[config.mk]
export PLATFORM = sky130hd
export DESIGN_NAME = mem_port_arbiter_flat
export DESIGN_NICKNAME = d
export VERILOG_FILES = /design/src/rtl/mem_arb_pkg.sv /design/src/rtl/mem_port_arbiter_if.sv /design/src/rtl/mem_arb_priority.sv /design/src/rtl/mem_port_arbiter.sv /design/src/flat_wrapper.sv
export SDC_FILE = /design/constraint.sdc
export NUM_CORES = 1
export LEC_CHECK = 0
export CORE_MARGIN = 1.5
export CORE_UTILIZATION = 38
export DETAILED_ROUTE_END_ITERATION = 8
export GPL_TIMING_DRIVEN = 1
export PLACE_DENSITY = 0.75
export SLEW_MARGIN = 20
export SYNTH_ARGS = -nofsm -noshare
export SYNTH_HDL_FRONTEND = slang
export SYNTH_HIERARCHICAL = 1
export SYNTH_SLANG_ARGS = --single-unit
[constraint.sdc]
create_clock -name clk -period 6.5 [get_ports clk]
set_input_delay 1.3 -clock clk [delete_from_list [all_inputs] [get_ports clk]]
set_output_delay 1.3 -clock clk [all_outputs]
set_load 0.03 [all_outputs]
[src/rtl/mem_arb_pkg.sv]
// Shared types and constants for the unified memory-port arbiter.
package mem_arb_pkg;
   typedef enum logic [1:0] {IDLE, BUSY_IF, BUSY_D} arb_state_e;

   localparam logic        MEMRW_READ   = 1'b1;
   localparam logic        MEMRW_WRITE  = 1'b0;
   localparam logic [31:0] NOP_INSTR    = 32'h00000013;
   localparam int          STARVE_CNT_W = 4;
endpackage

[src/rtl/mem_port_arbiter_if.sv]
// Fetch, load/store and memory-side signals of the arbiter; master = arbiter, slave = environment.
interface mem_port_arbiter_if #(
   parameter int ADDR_W = 32,
   parameter int DATA_W = 32
);
   logic              if_req;
   logic [ADDR_W-1:0] if_addr;
   logic              if_gnt;
   logic              if_rvalid;
   logic [DATA_W-1:0] if_rdata;
   logic              d_req;
   logic              d_memrw;
   logic [ADDR_W-1:0] d_addr;
   logic [DATA_W-1:0] d_wdata;
   logic              d_gnt;
   logic              d_rvalid;
   logic [DATA_W-1:0] d_rdata;
   logic              mem_req;
   logic              mem_memrw;
   logic [ADDR_W-1:0] mem_addr;
   logic [DATA_W-1:0] mem_wdata;
   logic              mem_ready;
   logic [DATA_W-1:0] mem_rdata;

   modport master (
      input  if_req, if_addr, d_req, d_memrw, d_addr, d_wdata, mem_ready, mem_rdata,
      output if_gnt, if_rvalid, if_rdata, d_gnt, d_rvalid, d_rdata,
             mem_req, mem_memrw, mem_addr, mem_wdata
   );

   modport slave (
      output if_req, if_addr, d_req, d_memrw, d_addr, d_wdata, mem_ready, mem_rdata,
      input  if_gnt, if_rvalid, if_rdata, d_gnt, d_rvalid, d_rdata,
             mem_req, mem_memrw, mem_addr, mem_wdata
   );
endinterface

[src/rtl/mem_arb_priority.sv]
// Winner select for the shared memory port: data first, unless fetch has waited STARVE_MAX data grants.
module mem_arb_priority
   import mem_arb_pkg::*;
#(
   parameter int STARVE_MAX = 4
) (
   input  logic clk,
   input  logic rst,
   input  logic idle_i,
   input  logic if_req_i,
   input  logic d_req_i,
   output logic sel_if_o,
   output logic sel_d_o
);
   localparam logic [STARVE_CNT_W-1:0] STARVE_LIM = STARVE_CNT_W'(STARVE_MAX);

   logic [STARVE_CNT_W-1:0] cnt_q, cnt_d;

   always_comb begin
      sel_if_o = if_req_i && (!d_req_i || (cnt_q == STARVE_LIM));
      sel_d_o  = d_req_i && !sel_if_o;
      cnt_d    = cnt_q;
      // Count only decisions taken in IDLE; a data win while fetch waits is one starvation step.
      if (idle_i) begin
         if (!if_req_i || sel_if_o) begin
            cnt_d = '0;
         end else if (sel_d_o) begin
            cnt_d = cnt_q + 1'b1;
         end
      end
   end

   always_ff @(posedge clk or posedge rst) begin
      if (rst) begin
         cnt_q <= '0;
      end else begin
         cnt_q <= cnt_d;
      end
   end
endmodule

[src/rtl/mem_port_arbiter.sv]
// Arbiter sharing one memory port between fetch and load/store; one access outstanding at a time.
// Optional MEM_TIMEOUT_EN adds a BUSY watchdog and the mem_err output.
module mem_port_arbiter
   import mem_arb_pkg::*;
#(
   parameter int ADDR_W     = 32,
   parameter int DATA_W     = 32,
   parameter int STARVE_MAX = 4
`ifdef MEM_TIMEOUT_EN
   ,parameter int TIMEOUT_CYCLES = 64
`endif
) (
   input  logic                clk,
   input  logic                rst,
   mem_port_arbiter_if.master  bus
`ifdef MEM_TIMEOUT_EN
   ,output logic               mem_err
`endif
);
   arb_state_e        state_q, state_d;
   logic              idle, sel_if, sel_d;
   logic              if_gnt_q, if_gnt_d, d_gnt_q, d_gnt_d;
   logic              if_rvalid_q, if_rvalid_d, d_rvalid_q, d_rvalid_d;
   logic [DATA_W-1:0] if_rdata_q, if_rdata_d, d_rdata_q, d_rdata_d;
   logic              mem_req_q, mem_req_d, mem_memrw_q, mem_memrw_d;
   logic [ADDR_W-1:0] mem_addr_q, mem_addr_d;
   logic [DATA_W-1:0] mem_wdata_q, mem_wdata_d;
`ifdef MEM_TIMEOUT_EN
   localparam int               WD_W    = $clog2(TIMEOUT_CYCLES + 1);
   localparam logic [WD_W-1:0]  WD_LAST = WD_W'(TIMEOUT_CYCLES - 1);
   logic [WD_W-1:0]             wdog_q, wdog_d;
   logic                        mem_err_q, mem_err_d;
`endif

   assign idle = (state_q == IDLE);

   mem_arb_priority #(.STARVE_MAX(STARVE_MAX)) u_prio (
      .clk      (clk),
      .rst      (rst),
      .idle_i   (idle),
      .if_req_i (bus.if_req),
      .d_req_i  (bus.d_req),
      .sel_if_o (sel_if),
      .sel_d_o  (sel_d)
   );

   always_comb begin
      state_d     = state_q;
      if_gnt_d    = 1'b0;
      d_gnt_d     = 1'b0;
      if_rvalid_d = 1'b0;
      d_rvalid_d  = 1'b0;
      if_rdata_d  = if_rdata_q;
      d_rdata_d   = d_rdata_q;
      mem_req_d   = mem_req_q;
      mem_memrw_d = mem_memrw_q;
      mem_addr_d  = mem_addr_q;
      mem_wdata_d = mem_wdata_q;
`ifdef MEM_TIMEOUT_EN
      wdog_d      = wdog_q;
      mem_err_d   = 1'b0;
`endif
      case (state_q)
         IDLE: begin
            mem_req_d = 1'b0;
            if (sel_d) begin
               state_d     = BUSY_D;
               mem_req_d   = 1'b1;
               mem_memrw_d = bus.d_memrw;
               mem_addr_d  = bus.d_addr;
               mem_wdata_d = bus.d_wdata;
               d_gnt_d     = 1'b1;
`ifdef MEM_TIMEOUT_EN
               wdog_d      = '0;
`endif
            end else if (sel_if) begin
               state_d     = BUSY_IF;
               mem_req_d   = 1'b1;
               mem_memrw_d = MEMRW_READ;
               mem_addr_d  = bus.if_addr;
               mem_wdata_d = '0;
               if_gnt_d    = 1'b1;
`ifdef MEM_TIMEOUT_EN
               wdog_d      = '0;
`endif
            end
         end
         BUSY_IF: begin
            if (bus.mem_ready) begin
               state_d     = IDLE;
               mem_req_d   = 1'b0;
               if_rvalid_d = 1'b1;
               if_rdata_d  = bus.mem_rdata;
            end
`ifdef MEM_TIMEOUT_EN
            else if (wdog_q == WD_LAST) begin
               state_d     = IDLE;
               mem_req_d   = 1'b0;
               if_rvalid_d = 1'b1;
               if_rdata_d  = DATA_W'(NOP_INSTR);
               mem_err_d   = 1'b1;
            end else begin
               wdog_d = wdog_q + 1'b1;
            end
`endif
         end
         BUSY_D: begin
            // Stores complete with an rvalid ack but leave the load-data register alone.
            if (bus.mem_ready) begin
               state_d    = IDLE;
               mem_req_d  = 1'b0;
               d_rvalid_d = 1'b1;
               if (mem_memrw_q == MEMRW_READ) begin
                  d_rdata_d = bus.mem_rdata;
               end
            end
`ifdef MEM_TIMEOUT_EN
            else if (wdog_q == WD_LAST) begin
               state_d    = IDLE;
               mem_req_d  = 1'b0;
               d_rvalid_d = 1'b1;
               d_rdata_d  = '0;
               mem_err_d  = 1'b1;
            end else begin
               wdog_d = wdog_q + 1'b1;
            end
`endif
         end
         default: state_d = IDLE;
      endcase
   end

   always_ff @(posedge clk or posedge rst) begin
      if (rst) begin
         state_q     <= IDLE;
         if_gnt_q    <= 1'b0;
         d_gnt_q     <= 1'b0;
         if_rvalid_q <= 1'b0;
         d_rvalid_q  <= 1'b0;
         if_rdata_q  <= '0;
         d_rdata_q   <= '0;
         mem_req_q   <= 1'b0;
         mem_memrw_q <= MEMRW_WRITE;
         mem_addr_q  <= '0;
         mem_wdata_q <= '0;
`ifdef MEM_TIMEOUT_EN
         wdog_q      <= '0;
         mem_err_q   <= 1'b0;
`endif
      end else begin
         state_q     <= state_d;
         if_gnt_q    <= if_gnt_d;
         d_gnt_q     <= d_gnt_d;
         if_rvalid_q <= if_rvalid_d;
         d_rvalid_q  <= d_rvalid_d;
         if_rdata_q  <= if_rdata_d;
         d_rdata_q   <= d_rdata_d;
         mem_req_q   <= mem_req_d;
         mem_memrw_q <= mem_memrw_d;
         mem_addr_q  <= mem_addr_d;
         mem_wdata_q <= mem_wdata_d;
`ifdef MEM_TIMEOUT_EN
         wdog_q      <= wdog_d;
         mem_err_q   <= mem_err_d;
`endif
      end
   end

   assign bus.if_gnt    = if_gnt_q;
   assign bus.d_gnt     = d_gnt_q;
   assign bus.if_rvalid = if_rvalid_q;
   assign bus.d_rvalid  = d_rvalid_q;
   assign bus.if_rdata  = if_rdata_q;
   assign bus.d_rdata   = d_rdata_q;
   assign bus.mem_req   = mem_req_q;
   assign bus.mem_memrw = mem_memrw_q;
   assign bus.mem_addr  = mem_addr_q;
   assign bus.mem_wdata = mem_wdata_q;
`ifdef MEM_TIMEOUT_EN
   assign mem_err       = mem_err_q;
`endif
endmodule

[src/flat_wrapper.sv]
// flat-port wrapper written by rule: the top's interface ports become plain ports
module mem_port_arbiter_flat import mem_arb_pkg::*;
#(
   parameter int ADDR_W     = 32,
   parameter int DATA_W     = 32,
   parameter int STARVE_MAX = 4

)
  (clk, rst, bus_if_req, bus_if_addr, bus_d_req, bus_d_memrw, bus_d_addr, bus_d_wdata, bus_mem_ready, bus_mem_rdata, bus_if_gnt, bus_if_rvalid, bus_if_rdata, bus_d_gnt, bus_d_rvalid, bus_d_rdata, bus_mem_req, bus_mem_memrw, bus_mem_addr, bus_mem_wdata);
  mem_port_arbiter_if #(.ADDR_W(ADDR_W), .DATA_W(DATA_W)) bus_i ();
  input  logic clk;
  input  logic rst;
  input wire logic [$bits(bus_i.if_req)-1:0] bus_if_req;
  input wire logic [$bits(bus_i.if_addr)-1:0] bus_if_addr;
  input wire logic [$bits(bus_i.d_req)-1:0] bus_d_req;
  input wire logic [$bits(bus_i.d_memrw)-1:0] bus_d_memrw;
  input wire logic [$bits(bus_i.d_addr)-1:0] bus_d_addr;
  input wire logic [$bits(bus_i.d_wdata)-1:0] bus_d_wdata;
  input wire logic [$bits(bus_i.mem_ready)-1:0] bus_mem_ready;
  input wire logic [$bits(bus_i.mem_rdata)-1:0] bus_mem_rdata;
  output wire logic [$bits(bus_i.if_gnt)-1:0] bus_if_gnt;
  output wire logic [$bits(bus_i.if_rvalid)-1:0] bus_if_rvalid;
  output wire logic [$bits(bus_i.if_rdata)-1:0] bus_if_rdata;
  output wire logic [$bits(bus_i.d_gnt)-1:0] bus_d_gnt;
  output wire logic [$bits(bus_i.d_rvalid)-1:0] bus_d_rvalid;
  output wire logic [$bits(bus_i.d_rdata)-1:0] bus_d_rdata;
  output wire logic [$bits(bus_i.mem_req)-1:0] bus_mem_req;
  output wire logic [$bits(bus_i.mem_memrw)-1:0] bus_mem_memrw;
  output wire logic [$bits(bus_i.mem_addr)-1:0] bus_mem_addr;
  output wire logic [$bits(bus_i.mem_wdata)-1:0] bus_mem_wdata;
  assign bus_i.if_req = bus_if_req;
  assign bus_i.if_addr = bus_if_addr;
  assign bus_i.d_req = bus_d_req;
  assign bus_i.d_memrw = bus_d_memrw;
  assign bus_i.d_addr = bus_d_addr;
  assign bus_i.d_wdata = bus_d_wdata;
  assign bus_i.mem_ready = bus_mem_ready;
  assign bus_i.mem_rdata = bus_mem_rdata;
  assign bus_if_gnt = bus_i.if_gnt;
  assign bus_if_rvalid = bus_i.if_rvalid;
  assign bus_if_rdata = bus_i.if_rdata;
  assign bus_d_gnt = bus_i.d_gnt;
  assign bus_d_rvalid = bus_i.d_rvalid;
  assign bus_d_rdata = bus_i.d_rdata;
  assign bus_mem_req = bus_i.mem_req;
  assign bus_mem_memrw = bus_i.mem_memrw;
  assign bus_mem_addr = bus_i.mem_addr;
  assign bus_mem_wdata = bus_i.mem_wdata;
  mem_port_arbiter #(.ADDR_W(ADDR_W), .DATA_W(DATA_W), .STARVE_MAX(STARVE_MAX)) u_core (.clk(clk), .rst(rst), .bus(bus_i));
endmodule
# == Word level (Yosys, flattened, before mapping) ==
# Cells that the tools add are included.
# Widths: inputs -> output; s select.
# word_totals
regBits,140
out_inout_bits,134
wordCells,59
# classes
add_sub_neg,1
n_eq_ne,5
mux,23
reduce_logical,18
# ops
cell,count
$mux 32,4
$mux 1,12
$reduce_and 2->1,5
$mux 4,2
$mux 2,3
$reduce_bool 2->1,3
$add 4x1->4 const B,1
$eq 4x3->1 const B,1
$pmux 2 s2,1
$logic_not 1->1,3
$ne 3x3->1 const B,1
$reduce_and 3->1,1
$eq 2x1->1 const B,1
$eq 2x2->1 const B,1
$logic_and 1x1->1,2
$logic_not 2->1,1
$logic_or 1x1->1,2
$ne 2x1->1 const B,1
$pmux 1 s2,1
$reduce_or 2->1,1

# == Depth between registers and ports, before layout ==
# logic_depth
word_depth,7
depth_mapped,9
ltp_nobuf,8

# == By module ==
# Netlist, hierarchy kept.
# modules_own_cells
mod,n_inst,cells_per_inst,area_per_inst_um2,seq_area_each_um2
mem_port_arbiter,1,411,5584.1,3403.3
mem_arb_priority,1,26,252.7,100.1

# == Worst setup path after synthesis ==
# OpenSTA, ideal clock, no wires.
# synth_timing
path_type,input to register
from,input bus_if_req
to,"register u_core.mem_addr_q[0], in the netlist u_core/bus.mem_addr[0]"
arrival_ns,2.445
required_time_ns,6.374
slack_ns,3.929
path_stages,6
n_path_buf,2
path_cell_list,a21boi_1 > nor2b_1 > buf_4 > buf_4 > o32ai_1 > nor2_1
# synth_between
elab_chain_cells,5
# synth_rtl
item,line,text
start: declaration,flat_wrapper.sv:13,input wire logic [$bits(bus_i.if_req)-1:0] bus_if_req;
$logic_and 1x1->1 *,mem_arb_priority.sv:20,sel_if_o = if_req_i && (!d_req_i || (cnt_q == STARVE_LIM));
$logic_not 1->1 *,mem_arb_priority.sv:21,sel_d_o = d_req_i && !sel_if_o;
$logic_and 1x1->1 *,mem_arb_priority.sv:21,
via u_core.sel_d,mem_port_arbiter.sv:21,"logic idle, sel_if, sel_d;"
$reduce_bool 2->1 (no source line),-,
$reduce_and 2->1 (no source line),-,
end signal: assignment,mem_port_arbiter.sv:160,mem_addr_q <= mem_addr_d;
end: declaration,mem_port_arbiter.sv:26,"logic [ADDR_W-1:0] mem_addr_q, mem_addr_d;"
# The timed path passes the listed nets; every way through them passes the cells marked *.
# A chain may end at the register's enable or synchronous reset.

# == Worst setup path in the final report ==
# layout_timing
from,input bus_if_req
to,"register u_core.mem_wdata_q[24], in the netlist u_core/bus.mem_wdata[24]"
# layout_between
elab_chain_cells,5
# layout_rtl
item,line,text
$logic_and 1x1->1 *,mem_arb_priority.sv:20,
via u_core.sel_if,mem_port_arbiter.sv:21,
$logic_not 1->1 *,mem_arb_priority.sv:21,
$logic_and 1x1->1 *,mem_arb_priority.sv:21,
via u_core.sel_d,mem_port_arbiter.sv:21,
$reduce_bool 2->1 (no source line),-,
$reduce_and 2->1 (no source line),-,
end signal: assignment,mem_port_arbiter.sv:161,mem_wdata_q <= mem_wdata_d;
end: declaration,mem_port_arbiter.sv:27,"logic [DATA_W-1:0] mem_wdata_q, mem_wdata_d;"
# Marked as above.

==> metrics.txt <==
data arrival time of the worst path=3810 ps; diode count=0; post-layout util=0.607; CP max stage delay=520 ps; clk_lat worst skew=410 ps; Yosys warning total=6; io pins=268; synthesized area=0.00584 mm2; Post-CTS Setup Inserts=0; hold path endpoint=u_core/bus.mem_wdata[22]; Reg2Reg Launch Point=u_core/u_prio/cnt_q[0]; Final Instance Count excl. Fillers=900; Syn Area/Cell=13.4 um2; combinational power share=0.517; run status=finished clean; capturing point of the worst reg2reg path=u_core/bus.mem_wdata[24]; Total Wirelength=16000 um; total power=5.00 mW; critical path cell sequence=clkdlybuf4s50_1, a21boi_1, nor2b_4, buf_4, or2_4, nand2_2, a22o_1; initial antenna violation count=0; DR DRC count=0; fin nets=838; Peak Freq=288 MHz; Net Count, Synth=576; multi-input logic area=0.00211 mm2; VDD IR-drop max=231 uV; max-slew violation count=0; HP Start=u_core/bus.mem_wdata[22]; Max-Cap Viols=0; DRT iter0 DRCs=211; Top delay family on crit path=simple AND/OR/NAND/NOR gates; GRT Total Usage=0.200; critical path startpoint category=primary input; pwr dens=546 mW/mm2; detailed placement HPWL=11400 um; Clock Path Buffers=2; CTS Sinks=140; DRT Pass-1 Iters=4; clock period minus final worst setup slack=3470 ps; Critical Path RT=6840 ps; routed len/inst=17.8 um; Die Span X=127 um; cell taking the most area after synthesis=dfrtp_1; Die ar.=0.0161 mm2; Fillers=1197; Clock Pin Slew Worst Setup and Hold Paths=60 ps; worst hold path type=flop to flop; design area=0.00917 mm2; Layout area overhead=57.0%; Post-synth EDFFs=0; cts repair resizes=0; crit share post-route=0.534; pre-CTS setup slack=2430 ps; DR vias=4539; Initial Utilization=0.387; final hold viol count=0; Cell Int Power=2.96 mW; Leak=4.06 nW; Hold WS=500 ps; ys async rst share=1.00; Critical-path top delay cell=clkdlybuf4s50_1; clk_skew=9.21 ps; row count=45; via/cell ratio=5.04; Worst setup EP type=flop; placed insts=868; post-synth top area share=0.600; share of cells above drive strength 1=0.156; clock power share=0.181; chip height=127 um; Worst slew margin=0.328; maximum fanout along the worst path=60; Primary FF master, synth=dfrtp_1; post-route ant nets=0; flops & latches, synth=140; TritonCTS Buffers=17; Switching Share=0.408; H-Tree Depth=4; WS Path Type=primary input to flop; Synth top cells by count=dfrtp_1, nor3_1, nor2_1, mux2_2, a22o_1; Core Region=0.0151 mm2; Synth Instances=437; Setup TNS=0 ps; IO buf count=267; # hold bufs at CTS=0; number of global-route vias before repair=4829; Cell variety after synth=34; CTS tree=built; Sequential Area=0.00350 mm2; largest net degree at the start of global routing=86; GPL Wtd Cong=0.759; global-route wire length before repair=25200 um; most common cell in the netlist=dfrtp_1; Reg2Reg Depth=9; Slew @ Worst Pin=1010 ps; RSZ-0062 raised after global routing=false; # setup viols final=0; Sw Pwr=2.04 mW; Worst Slack Setup Final=3030 ps; hold depth=1; Critical path buffers and inverters=2; Clock Root Buffer=clkbuf_16; post-synthesis sequential area ratio=0.600; Reg power frac=0.302; Placed Area=0.00860 mm2; GR Overflow Total=0; Area contributors post-synth=dfrtp_1, mux2_4, mux2_2; R2R setup slack=3620 ps
==> layout by cell type (no fill, tap or decap), types with 2 or more instances in the layout <==
cell,netlist,final
o32ai_1,6,6
nand2b_1,3,3
nand3_1,2,2
dfrtp_1,140,140
o22ai_1,6,6
nor2_1,37,37
nand4_1,2,2
clkinv_4,0,5
clkbuf_16,0,17
inv_1,9,8
nor3_1,52,52
nand2_1,3,3
inv_6,0,5
and3b_1,26,26
ha_1,5,5
nor2b_1,3,2
mux2i_1,2,2
a22o_1,32,32
mux2_4,30,30
buf_4,7,4
clkinvlp_4,0,3
nand2_4,2,2
mux2_2,35,35
clkdlybuf4s50_1,0,267
a21oi_1,3,3
==> layout make-up <==
cell class	count	area share
multi-input combinational	259	0.231
tap	188	0.0257
clock inverter	14	0.0141
clock buffer	18	0.0479
inverter	10	0.00464
timing repair buffer	271	0.295
sequential	140	0.382
==> registers in the layout, indices dropped and copies added (netlist names), 2 cells and up <==
signal and count:
u_core/bus.d_rdata 32, u_core/bus.if_rdata 32, u_core/bus.mem_addr 32, u_core/bus.mem_wdata 32, u_core/state_q 2, u_core/u_prio/cnt_q 4
==> worst max-delay path by stage <==
stage	start	end	slack [ps]	cells past startpoint
after global routing	bus_if_req	u_core/bus.mem_wdata[28]	2900	7
after floorplan	rst	u_core/bus.d_gnt	1560	1
final	bus_if_req	u_core/bus.mem_wdata[24]	3030	7
after detailed placement	bus_d_req	u_core/bus.mem_addr[17]	2430	7
after CTS	bus_d_req	u_core/bus.mem_addr[6]	2880	7
after global placement	bus_d_req	u_core/bus.mem_addr[22]	2590	7
==> power by group through the flow <==
stage	sequential [mW]	combinational [mW]	clock, mW
after detailed placement	1.52	2.59	0
after floorplan	2.28	0.772	0
after CTS	1.52	2.60	0.931
after global routing	1.56	2.72	0.978
final	1.51	2.59	0.906
after global placement	1.50	2.55	0
==> worst register-to-register path: cells and delay by family (launching register included) <==
| kind | cells | cell delay (ps) |
|---|---|---|
| simple gates | 4 | 1060 |
| buf+inv | 2 | 410 |
| fa+ha+maj | 1 | 160 |
| flops | 1 | 410 |
| compound gates | 2 | 770 |
==> kinds of logic after synthesis <==
family | Yosys count | share of synthesized area
compound gates | 53 | 0.0733
fa+ha+maj | 5 | 0.0107
buf+inv | 38 | 0.0390
flops | 140 | 0.600
mux | 67 | 0.148
simple gates | 134 | 0.129
==> routing by layer <==
layer	GRT usage	share of wire	routed length (um)	up-vias
li1	-	-	-	2084
met1	0.239	0.41	6600	2233
met2	0.343	0.50	8020	202
met3	0.0586	0.067	1070	20
met4	0.0695	0.019	298	0
met5	0	0	0	-
Note: power is estimated with default switching activity, not from simulation.
